<file path="config.mk">
export PLATFORM = sky130hd
export DESIGN_NAME = dmem_port_arbiter
export DESIGN_NICKNAME = d
export VERILOG_FILES = /design/src/rtl/dmem_port_arbiter.sv
export SDC_FILE = /design/constraint.sdc
export NUM_CORES = 1
export LEC_CHECK = 0
export BUFFER_PORTS_ARGS = -buffer_cell sky130_fd_sc_hd__clkbuf_2
export CORE_MARGIN = 8
export CORE_UTILIZATION = 36
export CTS_BUF_LIST = sky130_fd_sc_hd__clkbuf_16
export DETAILED_ROUTE_END_ITERATION = 6
export PLACE_DENSITY = 0.7
export SLEW_MARGIN = 20
export SYNTH_ARGS = -nofsm -noshare
export SYNTH_HDL_FRONTEND = slang
export SYNTH_SLANG_ARGS = --single-unit
</file>
<file path="constraint.sdc">
create_clock -name clk -period 14.1 [get_ports clk]
set_clock_uncertainty 0.15 [all_clocks]
set_input_delay 4.23 -clock clk [delete_from_list [all_inputs] [get_ports clk]]
set_output_delay 4.23 -clock clk [all_outputs]
set_load 0.01 [all_outputs]
</file>
<file path="src/rtl/dmem_port_arbiter.sv">
`default_nettype none
// dmem_port_arbiter: shares a 1024x32 word memory between two byte-addressed requesters.
// Build option DMEM_ARB_RR_EN selects round-robin arbitration instead of fixed A-over-B priority.
module dmem_port_arbiter #(
  parameter int AW  = 20,
  parameter int BAW = 32
) (
  input  logic           clk,
  input  logic           clr,
  input  logic           a_req,
  input  logic           a_we,
  input  logic [1:0]     a_size,
  input  logic           a_sgn,
  input  logic [BAW-1:0] a_addr,
  input  logic [31:0]    a_wdata,
  output logic           a_gnt,
  output logic           a_rvalid,
  output logic [31:0]    a_rdata,
  output logic           a_err,
  input  logic           b_req,
  input  logic           b_we,
  input  logic [1:0]     b_size,
  input  logic           b_sgn,
  input  logic [BAW-1:0] b_addr,
  input  logic [31:0]    b_wdata,
  output logic           b_gnt,
  output logic           b_rvalid,
  output logic [31:0]    b_rdata,
  output logic           b_err,
  output logic           mem_str,
  output logic           mem_ld,
  output logic [3:0]     mem_sel,
  output logic [AW-1:0]  mem_addr,
  output logic [31:0]    mem_wdata,
  input  logic [31:0]    mem_rdata
);

  typedef enum logic [1:0] {IDLE = 2'd0, ACCESS = 2'd1, RESP = 2'd2} state_t;

  state_t        state;
  logic          port_q;      // 0 = A, 1 = B
  logic [AW+1:0] addr_q;
  logic [1:0]    size_q;
  logic          we_q;
  logic          sgn_q;
  logic [31:0]   wdata_q;
  logic [31:0]   rdata_q;
  logic          err_q;

  logic          can_accept;
  logic          pick_b;
  logic          in_access;
  logic          in_resp;
  logic [3:0]    sel;
  logic          err;
  logic [7:0]    lane8;
  logic [15:0]   lane16;
  logic [31:0]   ext;

  // Byte-address bits above the word range alias and are deliberately dropped.
  logic unused_ok;
  assign unused_ok = &{1'b0, a_addr[BAW-1:AW+2], b_addr[BAW-1:AW+2]};

  assign can_accept = (state != ACCESS) && !clr;
  assign in_access  = (state == ACCESS);
  assign in_resp    = (state == RESP);

`ifdef DMEM_ARB_RR_EN
  logic last_b;
  // On a tie the port that was not granted last wins.
  assign pick_b = b_req && (!a_req || !last_b);
`else
  assign pick_b = b_req && !a_req;
`endif

  assign a_gnt = can_accept && a_req && !pick_b;
  assign b_gnt = can_accept && pick_b;

  always_comb begin
    sel = 4'b0000;
    err = 1'b0;
    case (size_q)
      2'd0: sel = 4'b0001 << addr_q[1:0];
      2'd1: begin
        sel = addr_q[1] ? 4'b1100 : 4'b0011;
        err = addr_q[0];
      end
      2'd2: begin
        sel = 4'b1111;
        err = |addr_q[1:0];
      end
      default: err = 1'b1;
    endcase
  end

  always_comb begin
    lane8  = mem_rdata[{addr_q[1:0], 3'b000} +: 8];
    lane16 = addr_q[1] ? mem_rdata[31:16] : mem_rdata[15:0];
    case (size_q)
      2'd0:    ext = {{24{sgn_q & lane8[7]}}, lane8};
      2'd1:    ext = {{16{sgn_q & lane16[15]}}, lane16};
      default: ext = mem_rdata;
    endcase
  end

  assign mem_str   = in_access && we_q && !err;
  assign mem_ld    = in_access && !we_q && !err;
  assign mem_sel   = (in_access && !err) ? sel : 4'b0000;
  assign mem_addr  = in_access ? addr_q[AW+1:2] : '0;
  assign mem_wdata = in_access ? wdata_q : 32'd0;

  assign a_rvalid = in_resp && !port_q;
  assign b_rvalid = in_resp && port_q;
  assign a_rdata  = a_rvalid ? rdata_q : 32'd0;
  assign b_rdata  = b_rvalid ? rdata_q : 32'd0;
  assign a_err    = a_rvalid && err_q;
  assign b_err    = b_rvalid && err_q;

  always_ff @(posedge clk or posedge clr) begin
    if (clr) begin
      state   <= IDLE;
      port_q  <= 1'b0;
      addr_q  <= '0;
      size_q  <= 2'd0;
      we_q    <= 1'b0;
      sgn_q   <= 1'b0;
      wdata_q <= 32'd0;
      rdata_q <= 32'd0;
      err_q   <= 1'b0;
`ifdef DMEM_ARB_RR_EN
      last_b  <= 1'b1;
`endif
    end else begin
      case (state)
        ACCESS: begin
          rdata_q <= (we_q || err) ? 32'd0 : ext;
          err_q   <= err;
          state   <= RESP;
        end
        default: begin
          if (a_gnt || b_gnt) begin
            port_q  <= b_gnt;
            addr_q  <= b_gnt ? b_addr[AW+1:0] : a_addr[AW+1:0];
            size_q  <= b_gnt ? b_size : a_size;
            we_q    <= b_gnt ? b_we : a_we;
            sgn_q   <= b_gnt ? b_sgn : a_sgn;
            wdata_q <= b_gnt ? b_wdata : a_wdata;
`ifdef DMEM_ARB_RR_EN
            last_b  <= b_gnt;
`endif
            state   <= ACCESS;
          end else begin
            state   <= IDLE;
          end
        end
      endcase
    end
  end

endmodule
`default_nettype wire

</file>
==> results of run 1 <==
==> power by group through the flow <==
| stage | combinational (mW) | sequential (mW) | clock (mW) |
|---|---|---|---|
| after floorplan | 0.153 | 0.346 | 0 |
| after global placement | 0.204 | 0.366 | 0 |
| after detailed placement | 0.207 | 0.369 | 0 |
| after CTS | 0.208 | 0.364 | 0.267 |
| after global routing | 0.230 | 0.372 | 0.279 |
| final | 0.205 | 0.363 | 0.261 |
==> synthesized netlist by cell type (all sizes together) (2+ instances only) <==
library cell,n
and2,126
dfrtp,94
nand2,83
o21ai,79
mux2i,67
buf,28
clkbuf,25
a21oi,20
nor2,11
o211ai,8
a221o,7
a31oi,7
o21a,7
o2bb2ai,7
nor2b,6
inv,4
nand2b,3
nor3,3
and3,2
nor3b,2
nor4b,2
==> final cells by class <==
cell class | count | share of cell area
tap | 188 | 0.0322
timing repair buffer | 286 | 0.200
sequential | 94 | 0.322
clock buffer | 9 | 0.0308
clock inverter | 6 | 0.0118
multi-input combinational | 451 | 0.400
inverter | 5 | 0.00308
==> worst reg2reg max path, cell delays in order, from the launching register on <==
cell      delay (ps)
dfrtp_1          390
nand2b_1          70
buf_4            370
inv_2            440
nor4b_4          400
buf_4            740
mux2i_1          490
o21ai_1           90
==> cell families after synthesis <==
logic type,count (synthesis)
AO/OA/AOI/OAI,140
buffers and inverters,58
multiplexers,67
AND/OR/NAND/NOR,243
flip-flops,94
XOR/XNOR,1
==> state kept, by name, indices dropped and copies added, names as in the netlist <==
register / count
addr_q: 22
rdata_q: 32
size_q: 2
err_q: 1
sgn_q: 1
state: 2
we_q: 1
wdata_q: 32
port_q: 1
==> metal layers <==
layer,GRT usage,vias to the layer above
met3,0.0537,19
li1,-,2539
met5,0,-
met4,0.0622,0
met2,0.284,205
met1,0.217,2260
==> final timing paths <==
check,endpoint,slack (ps)
worst max-delay path,a_gnt,4500
worst min-delay path,wdata_q[30]$_DFFE_PP0P_,320
worst max register to register,size_q[0]$_DFFE_PP0P_,10820
worst min register to register,wdata_q[30]$_DFFE_PP0P_,320
max in group asynchronous,rdata_q[11]$_DFFE_PP0P_,8880
min in group asynchronous,wdata_q[10]$_DFFE_PP0P_,3860
==> results.md, run 1 <==
* GRT Util Overall at 0.175
* Placed cell count at ~1000
* Via density at 4.83
* Share of total power in the clock network at 0.315
* Max Fclk at roughly 100 MHz
* Worst EP required at 9720 ps
* Fin nets at 1019
* Critical path launch point type: input port
* Yosys top cell area share at 0.421
* FF-to-FF path depth at 7
* Final Util at 0.480
* Vias in the first global route at 5030
* WS Path Type: in2out
* Multi-input logic area at 2920 um2
* Total power at between 0.8 and 0.9 mW
* Adder-cell share of the synthesized area at 0
* Clk slew on worst S/H paths at 60 ps
* Ys Warns at 0
* Mapped Cells at 603
* DRT Wirelength at 17.5 mm
* Hold WS at 323 ps
* Max Slew Vio Count at 0
* Commonest non-fill, non-tap cell in the layout: clkbuf_2
* Fin crit period at 9600 ps
* Async S/R FF share, synth at 1.00
* Routed WL per cell at 16.8 um
* Total leakage power at 3.71 nW
* P_int at 0.567 mW
* Status: complete, no violations
* Crit-path max cell delay at 460 ps
* EDFF count, synth at 0
* Placed inst area at 6970 um2
* Hold path depth at 2
* # H-tree levels at 3
* First-pass detailed-route iteration total at 4
* Top post-synthesis cells by area: dfrtp_1 42%, and2_1 14%, mux2i_1 12%, nand2_1 5.6%, o21ai_0 3.1%
* Crit path capture type: output pin
* Post-route ant nets at 0
* Logic pwr share at 0.248
* Top_reg_cell synth: dfrtp_1
* WP data arrival at 5220 ps
* Slowest stage cell, crit path: inv_4
* CP delay by family, top: buffers and inverters
* PortBufs at 279
* Layout filler cell count at 1534
* RD Place Congestion at 0.823
* GRT Residual Overflow at 0
* Switching share of power at 0.316
* Starting density of the core at 0.368
* Min-delay src: wdata_q[30]$_DFFE_PP0P_
* CTS buffer count at 9
* Worst slew pin tran at 939 ps
* Die ar. at 19800 um2
* Maximum vdd drop at 0.0000703 V
* Routed met2 length at 8.37 mm
* PwrDens at 114 nW/um2
* Post-Synth Simple-Gate Area at 0.236
* Layout cells sized above 1 at 0.382
* Sequential fraction of design power at 0.438
* DIE WIDTH at 141 um
* Critical path, cell by cell: clkbuf_2 > inv_4 > and3_1 > clkbuf_2
* Via count at 5023
* Row count at 45
* Clk_lat worst skew at 340 ps
* Post-synth cell types at 42
* Post-Syn Nets at 775
* Largest net degree at the start of global routing at 119
* Pre-CTS WS at 4430 ps
* Compound-Gate Fraction of Synth Area at 0.161
* Commonest cells after routing, fill and taps aside: 279 x clkbuf_2, 126 x and2_1, 94 x dfrtp_1, 83 x nand2_1, 67 x mux2i_1
* Die height at 141 um
* DRC viols at 0
* Synthesized cell area at 5590 um2
* Initial DRC Count at 292
* First-pass GRT wire length at 27.4 mm
* Crit path launch: clr
* Initial antenna violation count at 0
* Synth Area in XOR/XNOR at 0.00157
* Final hold vios at 0
* Root buffer cell: clkbuf_16
* Reg area at 2350 um2
* CTS tree: yes
* Final Non-Filler Cells at 1039
* Total clock sinks at 94
* Top Ports at 300
* Area delta synth->final at 30.7%
* Reg2reg start: state[0]$_DFF_PP0_
* Min-Delay Path Class: reg2reg
* Sw power at 0.262 mW
* Setup Total Neg Slack at 0 ps
* Period Utilization, post-route at 0.681
* RSZ-0062 raised after global routing: false
* Synth Register Bits at 94
* Final Instance Area at between 7000 and 8000 um2
* Finish-stage setup viols at 0
* Most area-hungry cell type in the Yosys netlist: dfrtp_1
* Hold_buf cts at 0
* Crit-path most repeated cell: clkbuf_2
* Clock Tree Buf Depth at 2
* DR top layer: met4
* CP max FO at 49
* CP Depth at 4
* Syn Area/Cell at around 9.3 um2
* Main combinational cell family by area after synthesis: simple AND/OR/NAND/NOR gates
* Post-CTS setup repair buffer count at 0
* Buf/Inv on CP at 3
* Max-slew headroom at 0.374
* Met3 routed WL at approximately 1.5 mm
* M1 wire length at between 7 and 8 mm
* Mux cell area share after synthesis at 0.120
* Sequential share of the synthesized area at 0.421
* PostCTS Resize Cnt at 0
* Core Box Area at 15200 um2
* Fin worst setup slack at 4500 ps
* Ant diodes at 0
* Max-cap violations at 0
* HPWL after detailed placement at 13.5 mm
Note: power is estimated with default switching activity, not from simulation.
==> run 2: changes to the inputs <==
--- a/config.mk
+++ b/config.mk
@@ -10,7 +10,7 @@
 export CORE_UTILIZATION = 36
 export CTS_BUF_LIST = sky130_fd_sc_hd__clkbuf_16
 export DETAILED_ROUTE_END_ITERATION = 6
-export PLACE_DENSITY = 0.7
+export PLACE_DENSITY = 0.72
 export SLEW_MARGIN = 20
 export SYNTH_ARGS = -nofsm -noshare
 export SYNTH_HDL_FRONTEND = slang
==> constraint.sdc (replaced) <==
create_clock -name clk -period 8.5 [get_ports clk]
set_clock_uncertainty 0.15 [all_clocks]
set_input_delay 2.55 -clock clk [delete_from_list [all_inputs] [get_ports clk]]
set_output_delay 2.55 -clock clk [all_outputs]
set_load 0.01 [all_outputs]
==> run 2 against run 1 <==
Final area about the same. Largest cell class unchanged. Sequential cell count unchanged. Utilization about the same. Die area unchanged. Largest power group unchanged. Worst setup slack worse by 2100 ps. Sequential share of layout area about the same. Critical endpoint unchanged. Global-route usage down 0.33 points. Hold slack worse by 2.0 ps. Sequential power up 66%. Highest routed layer is now met5.
==> results.md, run 2 (synthesis results as in run 1) <==
* Status: complete, no violations (unchanged)
* Sw power at 0.441 mW (was 0.262 mW)
* Final Non-Filler Cells at 1040 (was 1039)
* Share of total power in the clock network at 0.305 (was 0.315)
* Clk slew on worst S/H paths at 60 ps (about the same)
* Vias in the first global route at 4995 (was 5030)
* PostCTS Resize Cnt at 0 (unchanged)
* P_int at 0.915 mW (was 0.567 mW)
* Post-route ant nets at 0 (unchanged)
* Hold path depth at 2 (unchanged)
* Die height at 141 um (unchanged)
* Final hold vios at 0 (unchanged)
* Crit-path most repeated cell: clkbuf_2 (unchanged)
* Worst slew pin tran at 952 ps (was 939 ps)
* Routed WL per cell at 16.5 um (was 16.8 um)
* GRT Util Overall at 0.172 (was 0.175)
* Layout cells sized above 1 at 0.383 (was 0.382)
* Max Fclk at about 160 MHz
* CTS tree: yes (unchanged)
* Max Slew Vio Count at 0 (unchanged)
* CP max FO at 39 (was 49)
* Crit path capture type: output pin (unchanged)
* Die ar. at 19800 um2 (unchanged)
* Hold WS at 321 ps (was 323 ps)
* Area delta synth->final at 30.5% (was 30.7%)
* Logic pwr share at 0.250 (was 0.248)
* Commonest cells after routing, fill and taps aside: 279 x clkbuf_2, 126 x and2_1, 94 x dfrtp_1, 83 x nand2_1, 67 x mux2i_1 (unchanged)
* Via density at 4.84 (was 4.83)
* Via count at 5034 (was 5023)
* Total clock sinks at 94 (unchanged)
* Period Utilization, post-route at 0.721
* Min-Delay Path Class: reg2reg (unchanged)
* Crit-path max cell delay at 370 ps (was 460 ps)
* Top Ports at 300 (unchanged)
* RSZ-0062 raised after global routing: false (unchanged)
* Critical path, cell by cell: clkbuf_2 > inv_4 > and3_1 > clkbuf_2 (unchanged)
* Critical path launch point type: input port (unchanged)
* Slowest stage cell, crit path: inv_4 (unchanged)
* Ant diodes at 0 (unchanged)
* Clk_lat worst skew at 350 ps (was 340 ps)
* RD Place Congestion at 0.836 (was 0.823)
* Fin crit period at 6120 ps
* DRC viols at 0 (unchanged)
* Switching share of power at 0.325 (was 0.316)
* Max-cap violations at 0 (unchanged)
* Max-slew headroom at 0.366 (was 0.374)
* WP data arrival at 3420 ps (was 5220 ps)
* DIE WIDTH at 141 um (unchanged)
* Worst EP required at 5800 ps (was 9720 ps)
* Initial DRC Count at 193 (was 292)
* Layout filler cell count at 1507 (was 1534)
* Total leakage power at 3.70 nW (was 3.71 nW)
* Core Box Area at 15200 um2 (unchanged)
* Clock Tree Buf Depth at 2 (unchanged)
* Post-CTS setup repair buffer count at 0 (unchanged)
* Largest regs: rdata_q: 32 flops, wdata_q: 32 flops, addr_q: 22 flops (unchanged)
* Root buffer cell: clkbuf_16 (unchanged)
* Initial antenna violation count at 1 (was 0)
* First-pass detailed-route iteration total at 4 (unchanged)
* First-pass GRT wire length at 27.1 mm (was 27.4 mm)
* Row count at 45 (unchanged)
* DRT Wirelength at 17.2 mm (was 17.5 mm)
* Starting density of the core at 0.368 (unchanged)
* HPWL after detailed placement at 13.1 mm (was 13.5 mm)
* PwrDens at 186 nW/um2 (was 114 nW/um2)
* Hold_buf cts at 0 (unchanged)
* # H-tree levels at 3 (unchanged)
* Largest net degree at the start of global routing at 119 (unchanged)
* Setup Total Neg Slack at 0 ps (unchanged)
* GRT Residual Overflow at 0 (unchanged)
* Commonest non-fill, non-tap cell in the layout: clkbuf_2 (unchanged)
* CTS buffer count at 9 (unchanged)
* PortBufs at 279 (unchanged)
* FF-to-FF path depth at 6 (was 7)
* Sequential fraction of design power at 0.445 (was 0.438)
* Maximum vdd drop at 0.0000835 V (was 0.0000703 V)
* Placed cell count at 1023 (unchanged)
* Fin nets at 1019 (unchanged)
* Finish-stage setup viols at 0 (unchanged)
* WS Path Type: in2out (unchanged)
-- run 2: cell type report --
cell class                 instances  area (um2)  area share
multi-input combinational        451        2920       0.400
sequential                        94        2350       0.322
clock inverter                     7        72.6     0.00995
inverter                           5        22.5     0.00309
timing repair buffer             286        1470       0.201
clock buffer                       9         225      0.0309
tap                              188         235      0.0322
-- run 2: path summary, 6_finish.rpt --
| kind | from | endpoint | slack (ps) |
|---|---|---|---|
| setup / recovery | clr | a_gnt | 2380 |
| max in group asynchronous | clr | addr_q[5]$_DFFE_PP0P_ | 4930 |
| hold reg to reg | wdata_q[24]$_DFFE_PP0P_ | wdata_q[24]$_DFFE_PP0P_ | 320 |
| min in group asynchronous | clr | wdata_q[0]$_DFFE_PP0P_ | 2120 |
| setup reg to reg | state[0]$_DFF_PP0_ | size_q[1]$_DFFE_PP0P_ | 5690 |
| hold / removal | wdata_q[24]$_DFFE_PP0P_ | wdata_q[24]$_DFFE_PP0P_ | 320 |
-- run 2: metrics by stage --
step / area, um2 / setup WS, ps / total power, mW / util
floorplan: 5590 / 839 / 0.828 / -
global placement: 6970 / 2330 / 0.944 / 0.458
detailed placement: 6970 / 2310 / 0.955 / 0.458
CTS: 7270 / 2310 / 1.37 / 0.478
global route: 7290 / 2240 / 1.44 / 0.480
finish: 7290 / 2380 / 1.36 / 0.480
-- run 2: power by group through the flow --
stage	clock network (mW)	registers (mW)	logic (mW)
final	0.413	0.603	0.339
after global routing	0.440	0.617	0.382
after CTS	0.424	0.604	0.344
after detailed placement	0	0.612	0.343
after global placement	0	0.608	0.336
after floorplan	0	0.574	0.254
-- run 2: worst max-delay path, delay by kind of cell --
kind | cells | cell delay (ps)
buffers and inverters | 3 | 640
and+or+nand+nor | 1 | 230
-- run 2: layer usage --
| layer | wire length [um] | GRT usage |
|---|---|---|
| met1 | 7270 | 0.209 |
| met2 | 8210 | 0.283 |
| met3 | 1440 | 0.0544 |
| met4 | 243 | 0.0577 |
| met5 | 13 | 0 |
==> run 3: changes to the inputs <==
==> constraint.sdc (replaced) <==
create_clock -name clk -period 5.3 [get_ports clk]
set_clock_uncertainty 0.15 [all_clocks]
set_input_delay 1.59 -clock clk [delete_from_list [all_inputs] [get_ports clk]]
set_output_delay 1.59 -clock clk [all_outputs]
set_load 0.01 [all_outputs]
==> run 3 against run 2 <==
Die area did not move. Critical path depth up 1. Non-clock buffer count rose by 1. Sequential cell count did not move. Hold slack better by 0.59 ps. Clock-buffer cell count unchanged. Final area shrank 0.34%. Sequential share of layout area rose by 0.11 points. Cell count about the same. Worst setup slack got worse by 1200 ps. Combinational power increased by 60%. First-iteration DRC count grew 22%. Critical endpoint is now mem_sel[2]. Largest cell class unchanged. Largest power group unchanged.
==> results.md, run 3 (synthesis results as in run 1) <==
* Status: complete, no violations (unchanged)
* Total leakage power at 3.68 nW (was 3.70 nW)
* Fin worst setup slack at 1130 ps (was 2380 ps)
* Critical path launch point type: flop (was input port)
* Final Non-Filler Cells at 1041 (was 1040)
* Routed met2 length at 8.37 mm (was 8.21 mm)
* WHS Endpoint: wdata_q[31]$_DFFE_PP0P_ (was wdata_q[24]$_DFFE_PP0P_)
* First-pass detailed-route iteration total at 6 (was 4)
* Sw power at 0.717 mW (was 0.441 mW)
* Via density at 4.82 (was 4.84)
* Min-Delay Path Class: reg2reg (unchanged)
* WS Path Type: reg2out (was in2out)
* CTS tree: yes (unchanged)
* Worst R2R End: size_q[1]$_DFFE_PP0P_ (unchanged)
* CP max FO at 24 (was 39)
* Reg2reg start: state[0]$_DFF_PP0_ (unchanged)
* Via count at 5017 (was 5034)
* Top Ports at 300 (unchanged)
* Logic pwr share at 0.254 (was 0.250)
* Sequential fraction of design power at 0.454 (was 0.445)
* Total power at 2.14 mW (was 1.36 mW)
* GRT Util Overall at 0.174 (was 0.172)
* Clk_lat worst skew at 340 ps (was 350 ps)
* Crit path capture type: output pin (unchanged)
* Final Instance Area at 7270 um2 (was 7290 um2)
* RSZ-0062 raised after global routing: false (unchanged)
* Min-delay src: wdata_q[31]$_DFFE_PP0P_ (was wdata_q[24]$_DFFE_PP0P_)
* Placed inst area at 6990 um2 (was 6970 um2)
* M1 wire length at 7.31 mm (was 7.27 mm)
* Row count at 45 (unchanged)
* Final Util at 0.478 (was 0.480)
* HPWL after detailed placement at 13.6 mm (was 13.1 mm)
* Clock Tree Buf Depth at 2 (unchanged)
* Core Box Area at 15200 um2 (unchanged)
* Root buffer cell: clkbuf_16 (unchanged)
* RD Place Congestion at 0.789 (was 0.836)
* Placed cell count at 1025 (was 1023)
* First-pass GRT wire length at 27.6 mm (was 27.1 mm)
* Largest net degree at the start of global routing at 108 (was 119)
* Clk slew on worst S/H paths at 80 ps (was 60 ps)
* Maximum vdd drop at 0.000133 V (was 0.0000835 V)
* Largest regs: rdata_q: 32 flops, wdata_q: 32 flops, addr_q: 22 flops (unchanged)
* Layout filler cell count at 1546 (was 1507)
* Hold_buf cts at 0 (unchanged)
* Worst EP required at 3560 ps (was 5800 ps)
* Share of total power in the clock network at 0.292 (was 0.305)
* Max Fclk at between 200 and 250 MHz
* Die height at 141 um (unchanged)
* Final hold vios at 0 (unchanged)
* Max-cap violations at 0 (unchanged)
* Starting density of the core at 0.368 (unchanged)
* Post-route ant nets at 0 (unchanged)
* Area delta synth->final at 30.1% (was 30.5%)
* Post-CTS setup repair buffer count at 0 (unchanged)
* Fin crit period at 4170 ps
* Initial antenna violation count at 1 (unchanged)
* Commonest non-fill, non-tap cell in the layout: clkbuf_2 (unchanged)
* FF-to-FF path depth at 7 (was 6)
* Max Slew Vio Count at 0 (unchanged)
* Total clock sinks at 94 (unchanged)
* # H-tree levels at 3 (unchanged)
* Routed WL per cell at 16.7 um (was 16.5 um)
* Switching share of power at 0.335 (was 0.325)
* Pre-CTS WS at 1350 ps (was 2310 ps)
* R2r setup slk at 2530 ps (was 5690 ps)
* PwrDens at 294 nW/um2 (was 186 nW/um2)
* Layout cells sized above 1 at 0.383 (about the same)
* Ant diodes at 0 (unchanged)
* Worst slew pin tran at 985 ps (was 952 ps)
* Die ar. at 19800 um2 (unchanged)
* Initial DRC Count at 236 (was 193)
* DR top layer: met5 (unchanged)
* Vias in the first global route at 5241 (was 4995)
* Reg area at 2350 um2 (unchanged)
* Fin nets at 1020 (was 1019)
* DRT Wirelength at 17.4 mm (was 17.2 mm)
* Period Utilization, post-route at 0.786
* WP data arrival at 2430 ps (was 3420 ps)
* PortBufs at 279 (unchanged)
* Multi-input logic area at 2920 um2 (about the same)
* PostCTS Resize Cnt at 0 (unchanged)
* CTS buffer count at 9 (unchanged)
* Met3 routed WL at 1.52 mm (was 1.44 mm)
* P_int at 1.42 mW (was 0.915 mW)
* Hold WS at 321 ps (about the same)
* Setup Total Neg Slack at 0 ps (unchanged)
* Max-slew headroom at 0.343 (was 0.366)
* DRC viols at 0 (unchanged)
* Finish-stage setup viols at 0 (unchanged)
* Hold path depth at 2 (unchanged)
* Commonest cells after routing, fill and taps aside: 279 x clkbuf_2, 126 x and2_1, 94 x dfrtp_1, 83 x nand2_1, 67 x mux2i_1 (unchanged)
* GRT Residual Overflow at 0 (unchanged)
* DIE WIDTH at 141 um (unchanged)
==> run 3: final cells by class <==
class                   count  area share
inverters                   5     0.00327
multi-input cells         451       0.402
flip-flops and latches     94       0.324
clock inverters             7     0.00775
repair buffers            287       0.200
well taps                 188      0.0324
clock buffers               9      0.0310
==> run 3: worst max-delay path, stage by stage, from the launching register on <==
cell and delay (ps):
dfrtp_1 710, buf_4 360, nor2b_1 450, nor2_1 100, nor3_1 250, clkbuf_2 200
==> run 3: power groups by stage <==
stage          clock network, mW  logic [mW]  registers, mW
6_report                   0.625       0.543          0.971
5_1_grt                    0.677       0.610          0.995
3_3_place_gp                   0       0.538          0.979
3_5_place_dp                   0       0.551          0.987
4_1_cts                    0.647       0.553          0.973
2_1_floorplan                  0       0.408          0.921
==> run 3: layer usage <==
metal	up-vias	track usage
met2	196	0.292
met4	2	0.0503
li1	2534	-
met3	14	0.0584
met5	-	0
met1	2271	0.209
==> run 3: worst max-delay path by stage <==
stage | startpoint | end | slack [ps]
CTS | size_q[1]$_DFFE_PP0P_ | mem_sel[2] | 1180
floorplan | clr | a_gnt | 190
detailed placement | clr | b_gnt | 1350
finish | size_q[1]$_DFFE_PP0P_ | mem_sel[2] | 1130
global placement | clr | b_gnt | 1360
global route | size_q[1]$_DFFE_PP0P_ | mem_sel[3] | 1020
